File: config.mk
export PLATFORM = sky130hd
export DESIGN_NAME = iq_window_shiftreg
export DESIGN_NICKNAME = d
export VERILOG_FILES = /design/src/rtl/iq_window_pkg.sv /design/src/rtl/iq_window_shiftreg_fill_sat_counter.sv /design/src/rtl/iq_window_shiftreg.sv
export SDC_FILE = /design/constraint.sdc
export NUM_CORES = 1
export LEC_CHECK = 0
export ABC_AREA = 1
export CAP_MARGIN = 10
export CORE_MARGIN = 2
export CORE_UTILIZATION = 25
export CTS_CLUSTER_DIAMETER = 150
export DETAILED_ROUTE_END_ITERATION = 8
export DONT_BUFFER_PORTS = 1
export MAX_ROUTING_LAYER = met4
export PLACE_DENSITY = 0.47
export SYNTH_ARGS = -nofsm -noshare
export SYNTH_HDL_FRONTEND = slang
export SYNTH_SLANG_ARGS = --single-unit
File: constraint.sdc
create_clock -name CLK -period 13.1 [get_ports CLK]
set_input_delay 2.62 -clock CLK [delete_from_list [all_inputs] [get_ports CLK]]
set_output_delay 2.62 -clock CLK [all_outputs]
set_load 0.005 [all_outputs]
File: src/rtl/iq_window_pkg.sv
// Shared defaults and sample type for the IQ sliding-window block.
// Optional FLUSH input is enabled with the IQ_WINDOW_FLUSH_EN macro.
package iq_window_pkg;

    localparam int DEF_SAMPLE_BITS = 2;
    localparam int DEF_WINDOW_LEN  = 33;
    localparam int DEF_WIN_W       = DEF_SAMPLE_BITS * DEF_WINDOW_LEN;

    typedef struct packed {
        logic [DEF_SAMPLE_BITS-1:0] i;
        logic [DEF_SAMPLE_BITS-1:0] q;
    } iq_sample_t;

endpackage

File: src/rtl/iq_window_shiftreg_fill_sat_counter.sv
// Saturating fill counter: counts writes up to MAX, never wraps.
// A clear restarts the count, and a same-cycle increment leaves it at one.
module fill_sat_counter #(
    parameter int CNT_W = 6,
    parameter int MAX   = 33
) (
    input  logic             clk,
    input  logic             rst_n,
    input  logic             inc,
    input  logic             clr,
    output logic [CNT_W-1:0] count,
    output logic             at_max
);

    assign at_max = (count == CNT_W'(MAX));

    // count register: reset, clear-then-load, or saturating increment
    always_ff @(posedge clk) begin
        if (!rst_n) begin
            count <= '0;
        end else if (clr) begin
            count <= inc ? CNT_W'(1) : '0;
        end else if (inc && !at_max) begin
            count <= count + CNT_W'(1);
        end
    end

endmodule

File: src/rtl/iq_window_shiftreg.sv
// Sliding-window IQ deinterleaver with fill tracking and a snapshot register.
// Define IQ_WINDOW_FLUSH_EN to add the FLUSH input (clears window and fill).
module iq_window_shiftreg
    import iq_window_pkg::*;
#(
    parameter  int SAMPLE_BITS = DEF_SAMPLE_BITS,
    parameter  int WINDOW_LEN  = DEF_WINDOW_LEN,
    localparam int CNT_W       = $clog2(WINDOW_LEN + 1),
    localparam int WIN_W       = SAMPLE_BITS * WINDOW_LEN
) (
    input  logic                     CLK,
    input  logic                     RST_N,
    input  logic                     WE,
    input  logic [2*SAMPLE_BITS-1:0] WDATA,
    input  logic                     SNAP_REQ,
`ifdef IQ_WINDOW_FLUSH_EN
    input  logic                     FLUSH,
`endif
    output logic [WIN_W-1:0]         RDATA_I,
    output logic [WIN_W-1:0]         RDATA_Q,
    output logic                     FULL,
    output logic [CNT_W-1:0]         FILL,
    output logic [WIN_W-1:0]         SNAP_I,
    output logic [WIN_W-1:0]         SNAP_Q,
    output logic                     SNAP_VLD,
    output logic                     SNAP_PART
);

    logic                   flush;
    logic [SAMPLE_BITS-1:0] wd_i;
    logic [SAMPLE_BITS-1:0] wd_q;
    logic [SAMPLE_BITS-1:0] win_i [WINDOW_LEN];
    logic [SAMPLE_BITS-1:0] win_q [WINDOW_LEN];

`ifdef IQ_WINDOW_FLUSH_EN
    assign flush = FLUSH;
`else
    assign flush = 1'b0;
`endif

    assign wd_i = WDATA[2*SAMPLE_BITS-1:SAMPLE_BITS];
    assign wd_q = WDATA[SAMPLE_BITS-1:0];

    // window lanes: index 0 holds the newest sample
    always_ff @(posedge CLK) begin
        if (!RST_N) begin
            for (int k = 0; k < WINDOW_LEN; k++) begin
                win_i[k] <= '0;
                win_q[k] <= '0;
            end
        end else if (flush) begin
            for (int k = 0; k < WINDOW_LEN; k++) begin
                win_i[k] <= '0;
                win_q[k] <= '0;
            end
            if (WE) begin
                win_i[0] <= wd_i;
                win_q[0] <= wd_q;
            end
        end else if (WE) begin
            win_i[0] <= wd_i;
            win_q[0] <= wd_q;
            for (int k = 1; k < WINDOW_LEN; k++) begin
                win_i[k] <= win_i[k-1];
                win_q[k] <= win_q[k-1];
            end
        end
    end

    for (genvar g = 0; g < WINDOW_LEN; g++) begin : g_map
        assign RDATA_I[(WINDOW_LEN-1-g)*SAMPLE_BITS +: SAMPLE_BITS] = win_i[g];
        assign RDATA_Q[(WINDOW_LEN-1-g)*SAMPLE_BITS +: SAMPLE_BITS] = win_q[g];
    end

    fill_sat_counter #(
        .CNT_W (CNT_W),
        .MAX   (WINDOW_LEN)
    ) u_fill (
        .clk    (CLK),
        .rst_n  (RST_N),
        .inc    (WE),
        .clr    (flush),
        .count  (FILL),
        .at_max (FULL)
    );

    // snapshot: capture the pre-shift window and flag partial fills
    always_ff @(posedge CLK) begin
        if (!RST_N) begin
            SNAP_I    <= '0;
            SNAP_Q    <= '0;
            SNAP_VLD  <= 1'b0;
            SNAP_PART <= 1'b0;
        end else begin
            SNAP_VLD <= SNAP_REQ;
            if (SNAP_REQ) begin
                SNAP_I    <= RDATA_I;
                SNAP_Q    <= RDATA_Q;
                SNAP_PART <= ~FULL;
            end
        end
    end

endmodule

==> impl_metrics.yaml <==
routing:
  wl_microns: 24230
  route.vias.total: 6107
  drtIter0Drc: 309
  drc: 0
  wl_per_cell_microns: 16.90
  viasPerCell: 4.259
  drtAntennaViolNets: 0
  first_pass_iters: 4
pwr:
  switching_share: 0.2205
  vdd_drop_max_mv: 0.09261
  p_clk_frac: 0.454
  pwr-share-comb: 0.034
  power_switching_mw: 0.4293
  p_seq_frac: 0.512
  p_leak_nw: 4.200
  power_mw: 1.946
  intPower_mw: 1.517
  cellPowerDensity_mw_per_mm2: 175.8
worst_setup_path:
  crit_path_max_fanout: 9
  path_class: "flop to output port"
  critPathCaptureType: "output port"
  cp-startpoint: "u_fill.count[0]$_SDFFE_PN0P_"
  r2r-start: "u_fill.count[1]$_SDFFE_PN0P_"
  crit_required_ns: 10.48
  worst-r2r-cell-count: 6
  start_kind: "flop"
  crit_arrival_ns: 1.52
floorplan:
  dieArea_sq_mm: 0.04037
  core_area_sq_mm: 0.03847
  row_count: 72
  io-pin-count: 281
  dieHeight_microns: 200.9
  dieWidth_microns: 200.9
  initial_utilization: 0.2520
yosys:
  yosysTopAreaCellShare: 0.4088
  synth_compound_gate_area_share: 0.1376
  synth_top_family_by_area: "compound AO/OA/AOI/OAI gates"
  synth.distinct_cells: 22
  syn_avg_cell_area_sq_um: 10.58
  ys_seq_area_frac: 0.6979
  syn_inst: 916
  yosys.area_share.simple: 0.06982
  yosys_warnings: 0
  synth_fa_ha_area_frac: 0.002581
  syn_area_sq_mm: 0.009696
  ys_seq_elements: 272
  synthXorXnorAreaFrac: 0.0009033
  synth_nets: 926
  synth_top_area_cell: "edfxtp_1"
  synth_mux_area_frac: 0
  synth_area_leaders: "edfxtp_1 (41%), dfxtp_1 (29%), a21oi_1 (6.8%)"
cells_and_area:
  n_antenna_cell: 0
  drive_above_1_share: 0.05568
  fin_area_sq_mm: 0.01107
  layout_common_cells: "nor2_1 (145), inv_1 (144), dfxtp_1 (140), a21oi_1 (132), edfxtp_1 (132)"
  nNetsFinal: 902
  layout_commonest_cell: "nor2_1"
  area_growth_pct: 14.17
clocking:
  post_cts.repair.setup_buffers: 0
  clk_latency_ns: 0.55
  cts-root-buf: "clkbuf_16"
  numCtsBuffers: 30
  post_cts_resized: 0
  clk_pin_slew_ns: 0.06
  cts_hold_buf: 0
  cts_max_path_buffers: 3
  numClockSinks: 272
  htree_levels: 1
  cts_tree: "yes"
sta:
  setup_viol_count_final: 0
  tightest_slew_ns: 0.8312
  relSlewSlack: 0.4459
  fmax_ghz: 0.2417
  hold_viol: 0
  period_share: 0.3158
  clock_skew_ns: 0.01233
  rsz0062_at_grt: "false"
  min_period_ns: 4.138
  setup_tns_ns: 0
  maxSlewViolCount: 0
  final.setup.worst_slack_ns: 8.962
placed_design:
  place_congestion: 0.7815
  place_ws_ns: 8.633
  hpwlAfterDp_microns: 14880
  port_buffers: 0
  place_area_sq_mm: 0.01003
grt:
  grt_first_pass_wirelength_microns: 37560
  gr-usage-all-layers: 0.1198
  grt_overflow: 0
  grt_max_degree: 265
  grt_pass1_vias: 6243
  antenna_found_initial: 0
min_path:
  hp-start: "SNAP_PART$_SDFFE_PN0P_"
  hold_path_depth: 2
  worstHoldPathType: "flop to flop"
status:
  outcome: "complete, no violations"
flow_run:
  maxCapViolations: 0
==> through the flow <==
stage	hold slack, ns	util	std cells
2_1_floorplan	0.4723	-	916
3_3_place_gp	0.4970	0.2607	1378
3_5_place_dp	0.5069	0.2607	1378
4_1_cts	0.5206	0.2878	1434
5_1_grt	0.5560	0.2878	1434
6_report	0.5186	0.2878	1434
==> registers in the layout (all words and copies together), names as in the netlist <==
name	cells
u_fill.count	6
SNAP_PART	1
win_i	66
SNAP_VLD	1
win_q	66
SNAP_Q	66
SNAP_I	66
==> per-layer routing <==
layer,global-route usage,wire [microns],vias up
met4,0.03757,486,0
met2,0.1815,10720,206
li1,-,-,2963
met5,-,0,-
met1,0.1395,10190,2907
met3,0.05812,2831,31
==> kinds of logic after synthesis <==
| kind of cell | Yosys count |
|---|---|
| flip-flops | 272 |
| XOR/XNOR | 1 |
| AND/OR/NAND/NOR | 172 |
| buffers and inverters | 203 |
| AO/OA/AOI/OAI | 266 |
| adder cells (fa/ha/maj) | 2 |
==> critical path, stage by stage, from the launching register on <==
cell	delay [ns]
dfxtp_1	0.43
ha_1	0.20
nand3_2	0.19
inv_1	0.15
==> worst paths after layout <==
kind | end | slack [ns]
max reg2reg | u_fill.count[3]$_SDFFE_PN0P_ | 11.83
min | SNAP_PART$_SDFFE_PN0P_ | 0.52
max | FULL | 8.96
min reg2reg | SNAP_PART$_SDFFE_PN0P_ | 0.52
==> cell usage after synthesis <==
library cell / n
a21oi_1: 132
nor2_1: 145
nand3_1: 7
buf_4: 3
inv_1: 144
o21ai_1: 6
nand3_2: 1
nand2_2: 2
clkbuf_1: 7
buf_6: 8
or2_1: 1
ha_1: 2
clkbuf_2: 10
buf_2: 31
dfxtp_1: 140
nand4_1: 2
nand3b_1: 1
xor2_1: 1
o211ai_1: 1
edfxtp_1: 132
o21ai_0: 127
nand2_1: 13
==> final cells by class <==
type                    instances  area (sq um)
clock buffers                  45         858.3
clock inverters                11         181.4
fillers                      4043         27400
inverters                     144         540.5
multi-input cells             441          2052
flip-flops and latches        272          6766
well taps                     518         648.1
repair buffers                  3         22.52
==> power by group through the flow <==
stage                     Sequential, mW  Combinational, mW  Clock [mW]
final                              0.997             0.0653       0.884
after global routing                1.00             0.0783       0.943
after CTS                          0.999             0.0673       0.914
after detailed placement            1.02             0.0667           0
after global placement              1.02             0.0650           0
after floorplan                    0.996             0.0700           0
Note: power is estimated with default switching activity, not from simulation.
